**src/rtl/gpr_pkg.sv**
```systemverilog
// Shared types and constants for the GPR access sequencer and its last-write cache.
// No logic here; state encoding and index width live in one place.
package gpr_pkg;

    localparam int IDX_W = 5;
    localparam logic [IDX_W-1:0] ZERO_IDX = '0;

    typedef enum logic [2:0] {
        ST_IDLE,
        ST_RD_A,
        ST_GAP,
        ST_RD_B,
        ST_WR
    } gpr_state_e;

endpackage

```
**src/rtl/gpr_access_seq_fwd.sv**
```systemverilog
// gpr_fwd_cache: last-write cache (index, data, valid) with two combinational lookup ports.
// Loads in the same cycle a nonzero write is accepted; hits are visible the following cycle.
module gpr_fwd_cache
    import gpr_pkg::*;
#(
    parameter int REG_SZ = 32
) (
    input  logic              clk,
    input  logic              rst,
    input  logic              ld_i,
    input  logic [IDX_W-1:0]  ld_idx_i,
    input  logic [REG_SZ-1:0] ld_dat_i,
    input  logic [IDX_W-1:0]  a_idx_i,
    input  logic [IDX_W-1:0]  b_idx_i,
    output logic              a_hit_o,
    output logic [REG_SZ-1:0] a_dat_o,
    output logic              b_hit_o,
    output logic [REG_SZ-1:0] b_dat_o
);

    logic              vld_q;
    logic [IDX_W-1:0]  idx_q;
    logic [REG_SZ-1:0] dat_q;

    always_ff @(posedge clk or posedge rst) begin
        if (rst) begin
            vld_q <= 1'b0;
            idx_q <= ZERO_IDX;
            dat_q <= '0;
        end else if (ld_i) begin
            vld_q <= 1'b1;
            idx_q <= ld_idx_i;
            dat_q <= ld_dat_i;
        end
    end

    // Index 0 is never loaded, but guard anyway so r0 can never alias a cached value.
    assign a_hit_o = vld_q && (a_idx_i == idx_q) && (a_idx_i != ZERO_IDX);
    assign b_hit_o = vld_q && (b_idx_i == idx_q) && (b_idx_i != ZERO_IDX);
    assign a_dat_o = dat_q;
    assign b_dat_o = dat_q;

endmodule

```
**src/rtl/gpr_access_seq.sv**
```systemverilog
// GPR access sequencer: turns operand fetches / writebacks into one-cycle re/we strobes; read 0-3 cycles, write 0-1.
// Accepts only when idle (writeback wins); requesters hold level requests until ack. GPR_FWD_EN adds a last-write cache.
module gpr_access_seq
    import gpr_pkg::*;
#(
    parameter int REG_SZ = 32
) (
    input  logic              clk,
    input  logic              rst,
    input  logic              rd_req_i,
    input  logic [IDX_W-1:0]  rs_idx_i,
    input  logic [IDX_W-1:0]  rt_idx_i,
    output logic              rd_ack_o,
    output logic [REG_SZ-1:0] rs_val_o,
    output logic [REG_SZ-1:0] rt_val_o,
    input  logic              wb_req_i,
    input  logic [IDX_W-1:0]  wb_idx_i,
    input  logic [REG_SZ-1:0] wb_data_i,
    output logic              wb_ack_o,
    output logic              busy_o,
    output logic [IDX_W-1:0]  rf_r_idx_o,
    output logic              rf_re_o,
    output logic [IDX_W-1:0]  rf_w_idx_o,
    output logic              rf_we_o,
    output logic [REG_SZ-1:0] rf_din_o,
    input  logic [REG_SZ-1:0] rf_dout_i
);

    gpr_state_e        state_q;
    logic              busy_q;
    logic              rd_ack_q;
    logic              wb_ack_q;
    logic [REG_SZ-1:0] rs_val_q;
    logic [REG_SZ-1:0] rt_val_q;
    logic [IDX_W-1:0]  rf_r_idx_q;
    logic              rf_re_q;
    logic [IDX_W-1:0]  rf_w_idx_q;
    logic              rf_we_q;
    logic [REG_SZ-1:0] rf_din_q;
    logic [IDX_W-1:0]  rt_idx_q;
    logic              rt_fast_q;
    logic [REG_SZ-1:0] rt_fast_val_q;

    logic              rs_hit;
    logic              rt_hit;
    logic [REG_SZ-1:0] rs_hit_dat;
    logic [REG_SZ-1:0] rt_hit_dat;
    logic              rs_fast;
    logic              rt_fast;
    logic [REG_SZ-1:0] rs_fast_val;
    logic [REG_SZ-1:0] rt_fast_val;

`ifdef GPR_FWD_EN
    logic wr_load;
    assign wr_load = (state_q == ST_IDLE) && wb_req_i && (wb_idx_i != ZERO_IDX);

    gpr_fwd_cache #(
        .REG_SZ (REG_SZ)
    ) u_fwd_cache (
        .clk      (clk),
        .rst      (rst),
        .ld_i     (wr_load),
        .ld_idx_i (wb_idx_i),
        .ld_dat_i (wb_data_i),
        .a_idx_i  (rs_idx_i),
        .b_idx_i  (rt_idx_i),
        .a_hit_o  (rs_hit),
        .a_dat_o  (rs_hit_dat),
        .b_hit_o  (rt_hit),
        .b_dat_o  (rt_hit_dat)
    );
`else
    assign rs_hit     = 1'b0;
    assign rt_hit     = 1'b0;
    assign rs_hit_dat = '0;
    assign rt_hit_dat = '0;
`endif

    // "Fast" operands (r0 or cache hit) need no strobe and resolve at the accept edge.
    assign rs_fast     = (rs_idx_i == ZERO_IDX) || rs_hit;
    assign rt_fast     = (rt_idx_i == ZERO_IDX) || rt_hit;
    assign rs_fast_val = rs_hit ? rs_hit_dat : '0;
    assign rt_fast_val = rt_hit ? rt_hit_dat : '0;

    always_ff @(posedge clk or posedge rst) begin
        if (rst) begin
            state_q       <= ST_IDLE;
            busy_q        <= 1'b0;
            rd_ack_q      <= 1'b0;
            wb_ack_q      <= 1'b0;
            rs_val_q      <= '0;
            rt_val_q      <= '0;
            rf_r_idx_q    <= ZERO_IDX;
            rf_re_q       <= 1'b0;
            rf_w_idx_q    <= ZERO_IDX;
            rf_we_q       <= 1'b0;
            rf_din_q      <= '0;
            rt_idx_q      <= ZERO_IDX;
            rt_fast_q     <= 1'b0;
            rt_fast_val_q <= '0;
        end else begin
            rd_ack_q <= 1'b0;
            wb_ack_q <= 1'b0;
            case (state_q)
                ST_IDLE: begin
                    if (wb_req_i) begin
                        if (wb_idx_i != ZERO_IDX) begin
                            rf_w_idx_q <= wb_idx_i;
                            rf_din_q   <= wb_data_i;
                            rf_we_q    <= 1'b1;
                            state_q    <= ST_WR;
                            busy_q     <= 1'b1;
                        end else begin
                            wb_ack_q <= 1'b1;
                        end
                    end else if (rd_req_i) begin
                        rt_idx_q      <= rt_idx_i;
                        rt_fast_q     <= rt_fast;
                        rt_fast_val_q <= rt_fast_val;
                        if (!rs_fast) begin
                            rf_r_idx_q <= rs_idx_i;
                            rf_re_q    <= 1'b1;
                            state_q    <= ST_RD_A;
                            busy_q     <= 1'b1;
                        end else begin
                            rs_val_q <= rs_fast_val;
                            if (!rt_fast) begin
                                rf_r_idx_q <= rt_idx_i;
                                rf_re_q    <= 1'b1;
                                state_q    <= ST_RD_B;
                                busy_q     <= 1'b1;
                            end else begin
                                rt_val_q <= rt_fast_val;
                                rd_ack_q <= 1'b1;
                            end
                        end
                    end
                end
                ST_RD_A: begin
                    rs_val_q <= rf_dout_i;
                    rf_re_q  <= 1'b0;
                    if (rt_fast_q) begin
                        rt_val_q <= rt_fast_val_q;
                        rd_ack_q <= 1'b1;
                        state_q  <= ST_IDLE;
                        busy_q   <= 1'b0;
                    end else begin
                        state_q <= ST_GAP;
                    end
                end
                ST_GAP: begin
                    rf_r_idx_q <= rt_idx_q;
                    rf_re_q    <= 1'b1;
                    state_q    <= ST_RD_B;
                end
                ST_RD_B: begin
                    rt_val_q <= rf_dout_i;
                    rf_re_q  <= 1'b0;
                    rd_ack_q <= 1'b1;
                    state_q  <= ST_IDLE;
                    busy_q   <= 1'b0;
                end
                ST_WR: begin
                    rf_we_q  <= 1'b0;
                    wb_ack_q <= 1'b1;
                    state_q  <= ST_IDLE;
                    busy_q   <= 1'b0;
                end
                default: begin
                    rf_re_q <= 1'b0;
                    rf_we_q <= 1'b0;
                    state_q <= ST_IDLE;
                    busy_q  <= 1'b0;
                end
            endcase
        end
    end

    assign rd_ack_o   = rd_ack_q;
    assign rs_val_o   = rs_val_q;
    assign rt_val_o   = rt_val_q;
    assign wb_ack_o   = wb_ack_q;
    assign busy_o     = busy_q;
    assign rf_r_idx_o = rf_r_idx_q;
    assign rf_re_o    = rf_re_q;
    assign rf_w_idx_o = rf_w_idx_q;
    assign rf_we_o    = rf_we_q;
    assign rf_din_o   = rf_din_q;

endmodule

```
**config.mk**
```make
export PLATFORM = sky130hd
export DESIGN_NAME = gpr_access_seq
export DESIGN_NICKNAME = d
export VERILOG_FILES = /design/src/rtl/gpr_pkg.sv /design/src/rtl/gpr_access_seq_fwd.sv /design/src/rtl/gpr_access_seq.sv
export SDC_FILE = /design/constraint.sdc
export NUM_CORES = 1
export LEC_CHECK = 0
export BUFFER_PORTS_ARGS = -buffer_cell sky130_fd_sc_hd__buf_4
export CORE_ASPECT_RATIO = 1.5
export CORE_MARGIN = 10
export CORE_UTILIZATION = 45
export CTS_BUF_LIST = sky130_fd_sc_hd__clkbuf_16
export DETAILED_ROUTE_END_ITERATION = 10
export HOLD_SLACK_MARGIN = 0.15
export PLACE_DENSITY = 0.78
export SLEW_MARGIN = 40
export SYNTH_ARGS = -nofsm -noshare
export SYNTH_HDL_FRONTEND = slang
export SYNTH_SLANG_ARGS = --single-unit
```
**constraint.sdc**
```tcl
create_clock -name clk -period 4.3 [get_ports clk]
set_input_delay 0.43 -clock clk [delete_from_list [all_inputs] [get_ports clk]]
set_output_delay 0.43 -clock clk [all_outputs]
set_load 0.1 [all_outputs]
```
==> results of run 1 <==
-- kinds of logic after synthesis --
| family | after synthesis |
|---|---|
| flip-flops | 120 |
| buffers and inverters | 31 |
| AO/OA/AOI/OAI | 93 |
| multiplexers | 41 |
| AND/OR/NAND/NOR | 41 |
-- critical path: cells and delay by family (launching register included) --
kind                   cells  cell delay [ps]
flip-flops                 1              770
AND/OR/NAND/NOR            1              630
AO/OA/AOI/OAI              2              910
buffers and inverters      1              260
-- cell type report --
type	count	area share, %
Sequential cell	120	44.24
Multi-Input combinational cell	175	22.62
Clock inverter	14	2.433
Timing Repair Buffer	198	21.94
Inverter	5	0.3502
Tap cell	117	2.157
Clock buffer	17	6.267
-- flip-flops by register name, summed over array words and instances, names as in the netlist --
register and flops:
rf_r_idx_o 5, rf_din_o 32, busy_o 1, state_q 3, rf_we_o 1, rf_w_idx_o 5, rd_ack_o 1, rt_val_o 32
rs_val_o 32, rt_idx_q 5, rt_fast_q 1, wb_ack_o 1, rf_re_o 1
-- synthesized netlist by cell type (5+ instances only) --
master / n
a211oi_1: 5
a22o_1: 35
a32o_1: 32
buf_2: 7
clkbuf_1: 15
dfrtp_1: 120
inv_1: 5
mux2_2: 40
nand2_1: 6
nor2_1: 15
o211ai_1: 6
o41ai_1: 6
-- path summary, 6_finish.rpt --
kind / end / slack (ps) / start
setup / recovery: rt_val_o[16] / 1630 / state_q[0]
hold reg to reg: rs_val_o[15] / 500 / rs_val_o[15]
setup reg to reg: rt_val_o[16] / 1630 / state_q[0]
min in group asynchronous: rf_din_o[31] / 690 / rst
hold / removal: rt_val_o[3] / 260 / rf_dout_i[3]
max in group asynchronous: rt_idx_q[1] / 2560 / rst
-- per-layer routing --
| layer | GRT usage (%) | share of wire, % | vias up |
|---|---|---|---|
| li1 | - | - | 1646 |
| met1 | 18.55 | 36 | 1850 |
| met2 | 31.20 | 52 | 166 |
| met3 | 8.638 | 10 | 19 |
| met4 | 6.760 | 1.8 | 0 |
| met5 | 0 | 0 | - |
-- metrics by stage --
step	hold WS [ps]	cells	utilization [%]	cell area (um2)
final	255.1	646	66.98	6788
after global routing	245.3	646	66.98	6788
after CTS	236.6	646	66.98	6788
after detailed placement	482.4	614	61.05	6187
after global placement	485.6	614	60.94	6176
after floorplan	480.2	326	-	4677
==> results.sh, run 1 <==
export IMPL_status="completed"
export IMPL_insertedDiodeCount=0
export IMPL_syn_num_nets=409
export IMPL_antenna_found_initial=0
export IMPL_grt_max_degree=76
export IMPL_ctsHoldBuffers=1
export IMPL_worst_pin_slew_ps=670.6
export IMPL_cts_tree="yes"
export IMPL_post_synth_cell_area_avg_um2=14.35
export IMPL_yosys_register_bits=120
export IMPL_clk_pin_slew_ps=50
export IMPL_finalSetupTns_ps=0
export IMPL_fmax_ghz=0.3750
export IMPL_cts_buffers=17
export IMPL_post_place_ws_ps=1692
export IMPL_max_slew_margin_pct=55.30
export IMPL_place_gp_congestion=0.9004
export IMPL_synth_xor_area_share_pct=0
export IMPL_wirelength_um=13750
export IMPL_yosys_area_share_adder_pct=0
export IMPL_final_cell_mix="buf_4, dfrtp_1, mux2_2"
export IMPL_wire_per_inst_um=21.29
export IMPL_die_area_um2=14960
export IMPL_fillers=734
export IMPL_seq_area_um2=3003
export IMPL_path_max_fanout=32
export IMPL_min_period_ps=2666
export IMPL_cap_violations=0
export IMPL_cts_sinks=120
export IMPL_synthArstFlopShare_pct=100.0
export IMPL_grt_pass1_wl_um=20890
export IMPL_crit_required_ps=4630
export IMPL_synth_top_cell_area_share_pct=64.21
export IMPL_cts_buffer_depth=2
export IMPL_multiInputGateArea_um2=1535
export IMPL_fin_nets=600
export IMPL_end_kind="flop"
export IMPL_fin_skew_ps=4.227
export IMPL_path_cells="inv_1 > a2111oi_1 > or4_2 > a32o_1"
export IMPL_core_um2=10130
export IMPL_finalCritPeriodShare_pct=62.01
export IMPL_ys_top_cells_by_area="dfrtp_1, mux2_2, a32o_1, a22o_1, clkbuf_1"
export IMPL_rows=45
export IMPL_ant_nets=0
export IMPL_drive_gt1_share_pct=51.23
export IMPL_arrival_ps=3000
export IMPL_grt_total_usage_pct=18.15
export IMPL_start_util_pct=46.15
export IMPL_worst_slack_ps=1634
export IMPL_slew_violations=0
export IMPL_synthMuxAreaShare_pct=9.845
export IMPL_ys_seq_area_share_pct=64.21
export IMPL_numPortBuffers=193
export IMPL_drc=0
export IMPL_cts_resized=0
export IMPL_final_hold_viol_count=0
export IMPL_syn_area_um2=4677
export IMPL_final_common_cell="buf_4"
export IMPL_critical_path_class="flop to flop"
export IMPL_drt_iter0_drc=156
export IMPL_boundaryPins=194
export IMPL_cts_setup_buffers=0
export IMPL_synth_compound_area_share_pct=17.63
export IMPL_synthesis_instances=326
export IMPL_finalSetupViolations=0
export IMPL_synth_top_family_by_area="compound AO/OA/AOI/OAI gates"
export IMPL_slowest_stage="dfrtp_1"
export IMPL_clock_latency_ps=400
export IMPL_vias_per_cell=5.698
export IMPL_min_path_type="input pin to flop"
export IMPL_globalRouteOverflowTotal=0
export IMPL_crit_path_max_incr_delay_ps=770
export IMPL_synthDistinctLibCells=31
export IMPL_vias=3681
export IMPL_die_x_um=103.2
export IMPL_synth_simple_area_share_pct=5.003
export IMPL_yosysWarnings=0
export IMPL_firstDrtPassIters=4
export IMPL_synth_edf_count=0
export IMPL_hpwlAfterDp_um=10230
export IMPL_root_buffer="clkbuf_16"
export IMPL_htreeDepth=4
export IMPL_die_y_um=144.9
export IMPL_ys_flop_type="dfrtp_1"
export IMPL_cp_start_kind="flop"
export IMPL_syn_to_final_growth_pct=45.13
export IMPL_ff2ff_path_depth=4
export IMPL_rsz0062_at_grt="false"
export IMPL_hold_path_depth=2
export IMPL_grt_pass1_vias=4036
export IMPL_yosysTopAreaCell="dfrtp_1"
Power of run 1 is left out: the tool's default activity adds up to more than one toggle a clock period on the data nets, which glitch-free logic cannot reach.
==> run 2, diff against run 1 <==
CORE_UTILIZATION = 43   (was 45)
clock period = 2.3 ns   (was 4.3 ns; I/O delays follow)
==> results.sh, run 2 (same netlist as run 1, synthesis figures left out) <==
export IMPL_ant_nets=0
export IMPL_cp_start_kind="input pin"
export IMPL_numPortBuffers=193
export IMPL_fin_skew_ps=7.890
export IMPL_wirelength_um=15350
export IMPL_die_area_um2=15530
export IMPL_grt_busiest_layer="met2"
export IMPL_reg2reg_from="state_q[0]"
export IMPL_path_max_fanout=32
export IMPL_final_cell_mix="buf_4, dfrtp_1, dlygate4sd3_1"
export IMPL_finalSetupViolations=0
export IMPL_place_gp_congestion=0.8932
export IMPL_core_um2=10590
export IMPL_syn_to_final_growth_pct=63.27
export IMPL_cts_tree="yes"
export IMPL_min_period_ps=2161
export IMPL_fmax_ghz=0.4628
export IMPL_finalSetupTns_ps=0
export IMPL_cts_sinks=120
export IMPL_drt_iter0_drc=276
export IMPL_drive_gt1_share_pct=45.99
export IMPL_grt_total_usage_pct=19.86
export IMPL_cts_buffers=17
export IMPL_rsz0062_at_grt="false"
export IMPL_firstDrtPassIters=4
export IMPL_cts_resized=0
export IMPL_ff2ff_setup_slack_ps=160
export IMPL_clock_latency_ps=400
export IMPL_path_cells="dlygate4sd3_1 > buf_4 > or4_4 > or4_1 > buf_12 > a32o_1"
export IMPL_vias_per_cell=5.345
export IMPL_ff2ff_path_depth=6
export IMPL_hpwlAfterDp_um=10390
export IMPL_wire_per_inst_um=20.30
export IMPL_arrival_ps=2450
export IMPL_cts_buffer_depth=2
export IMPL_worst_pin_slew_ps=763.9
export IMPL_critical_path_class="input pin to flop"
export IMPL_drc=0
export IMPL_final_core_util_pct=72.11
export IMPL_status="completed"
export IMPL_globalRouteOverflowTotal=0
export IMPL_worst_slack_ps=139.5
export IMPL_die_y_um=147.7
export IMPL_use_met2_pct=34.80
export IMPL_crit_required_ps=2590
export IMPL_crit_path_max_incr_delay_ps=570
export IMPL_min_path_type="input pin to flop"
export IMPL_root_buffer="clkbuf_16"
export IMPL_grt_pass1_wl_um=24620
export IMPL_end_kind="flop"
export IMPL_htreeDepth=4
export IMPL_final_hold_viol_count=0
export IMPL_crit_end="rt_val_o[19]"
export IMPL_gr_usage_met1_pct=20.47
export IMPL_clk_pin_slew_ps=60
export IMPL_slowest_stage="or4_4"
export IMPL_reg2reg_to="rt_val_o[19]"
export IMPL_boundaryPins=194
export IMPL_crit_start="rt_idx_i[1]"
export IMPL_finalCritPeriodShare_pct=93.94
export IMPL_final_common_cell="buf_4"
export IMPL_die_x_um=105.2
export IMPL_cap_violations=0
export IMPL_use_met3_pct=7.354
export IMPL_antenna_found_initial=1
export IMPL_grt_pass1_vias=4523
export IMPL_slew_violations=0
export IMPL_post_place_ws_ps=203.0
export IMPL_vias=4041
export IMPL_fin_nets=681
export IMPL_grt_max_degree=66
export IMPL_rows=46
export IMPL_max_slew_margin_pct=48.95
export IMPL_start_util_pct=44.16
[run 2: area by class of cell]
| class | count | area [um2] |
|---|---|---|
| Multi-Input combinational cell | 175 | 1531 |
| Sequential cell | 120 | 3003 |
| Tap cell | 144 | 180.2 |
| Antenna cell | 1 | 2.502 |
| Clock buffer | 17 | 425.4 |
| Inverter | 5 | 22.52 |
| Fill cell | 700 | 2954 |
| Timing Repair Buffer | 279 | 2311 |
| Clock inverter | 15 | 160.2 |
[run 2: how the worst min path moves through the flow]
stage                       start            to  cells after the start
finish                   wb_req_i       rf_we_o                      3
global route             wb_req_i       rf_we_o                      3
CTS                      wb_req_i       rf_we_o                      3
detailed placement   rf_dout_i[2]   rt_val_o[2]                      2
global placement    rf_dout_i[21]  rt_val_o[21]                      2
floorplan            rf_dout_i[0]   rt_val_o[0]                      1
[run 2: layer usage]
metal | vias to the layer above | wire [um]
li1 | 1806 | -
met4 | 0 | 419
met5 | - | 0
met3 | 32 | 1181
met1 | 2003 | 5598
met2 | 200 | 8147
[run 2: critical path, delay by kind of cell]
family	cells	cell delay, ps
AND/OR/NAND/NOR	2	1040
AO/OA/AOI/OAI	1	260
buffers and inverters	3	900
[run 2: what timing repair did]
item / in CTS / in global routing
buffers inserted: 0 / 0
hold buffers: 75 / 0
endpoints found under the hold margin: 226 / 0
[run 2: through the flow]
stage          area [um2]  hold WS (ps)  std cells
2_1_floorplan        4681         363.1        326
3_3_place_gp         6289         459.1        648
3_5_place_dp         6294         463.0        648
4_1_cts              7630         178.7        755
5_1_grt              7636         201.9        756
6_report             7636         190.2        756
Power of run 2 is left out for the same reason.
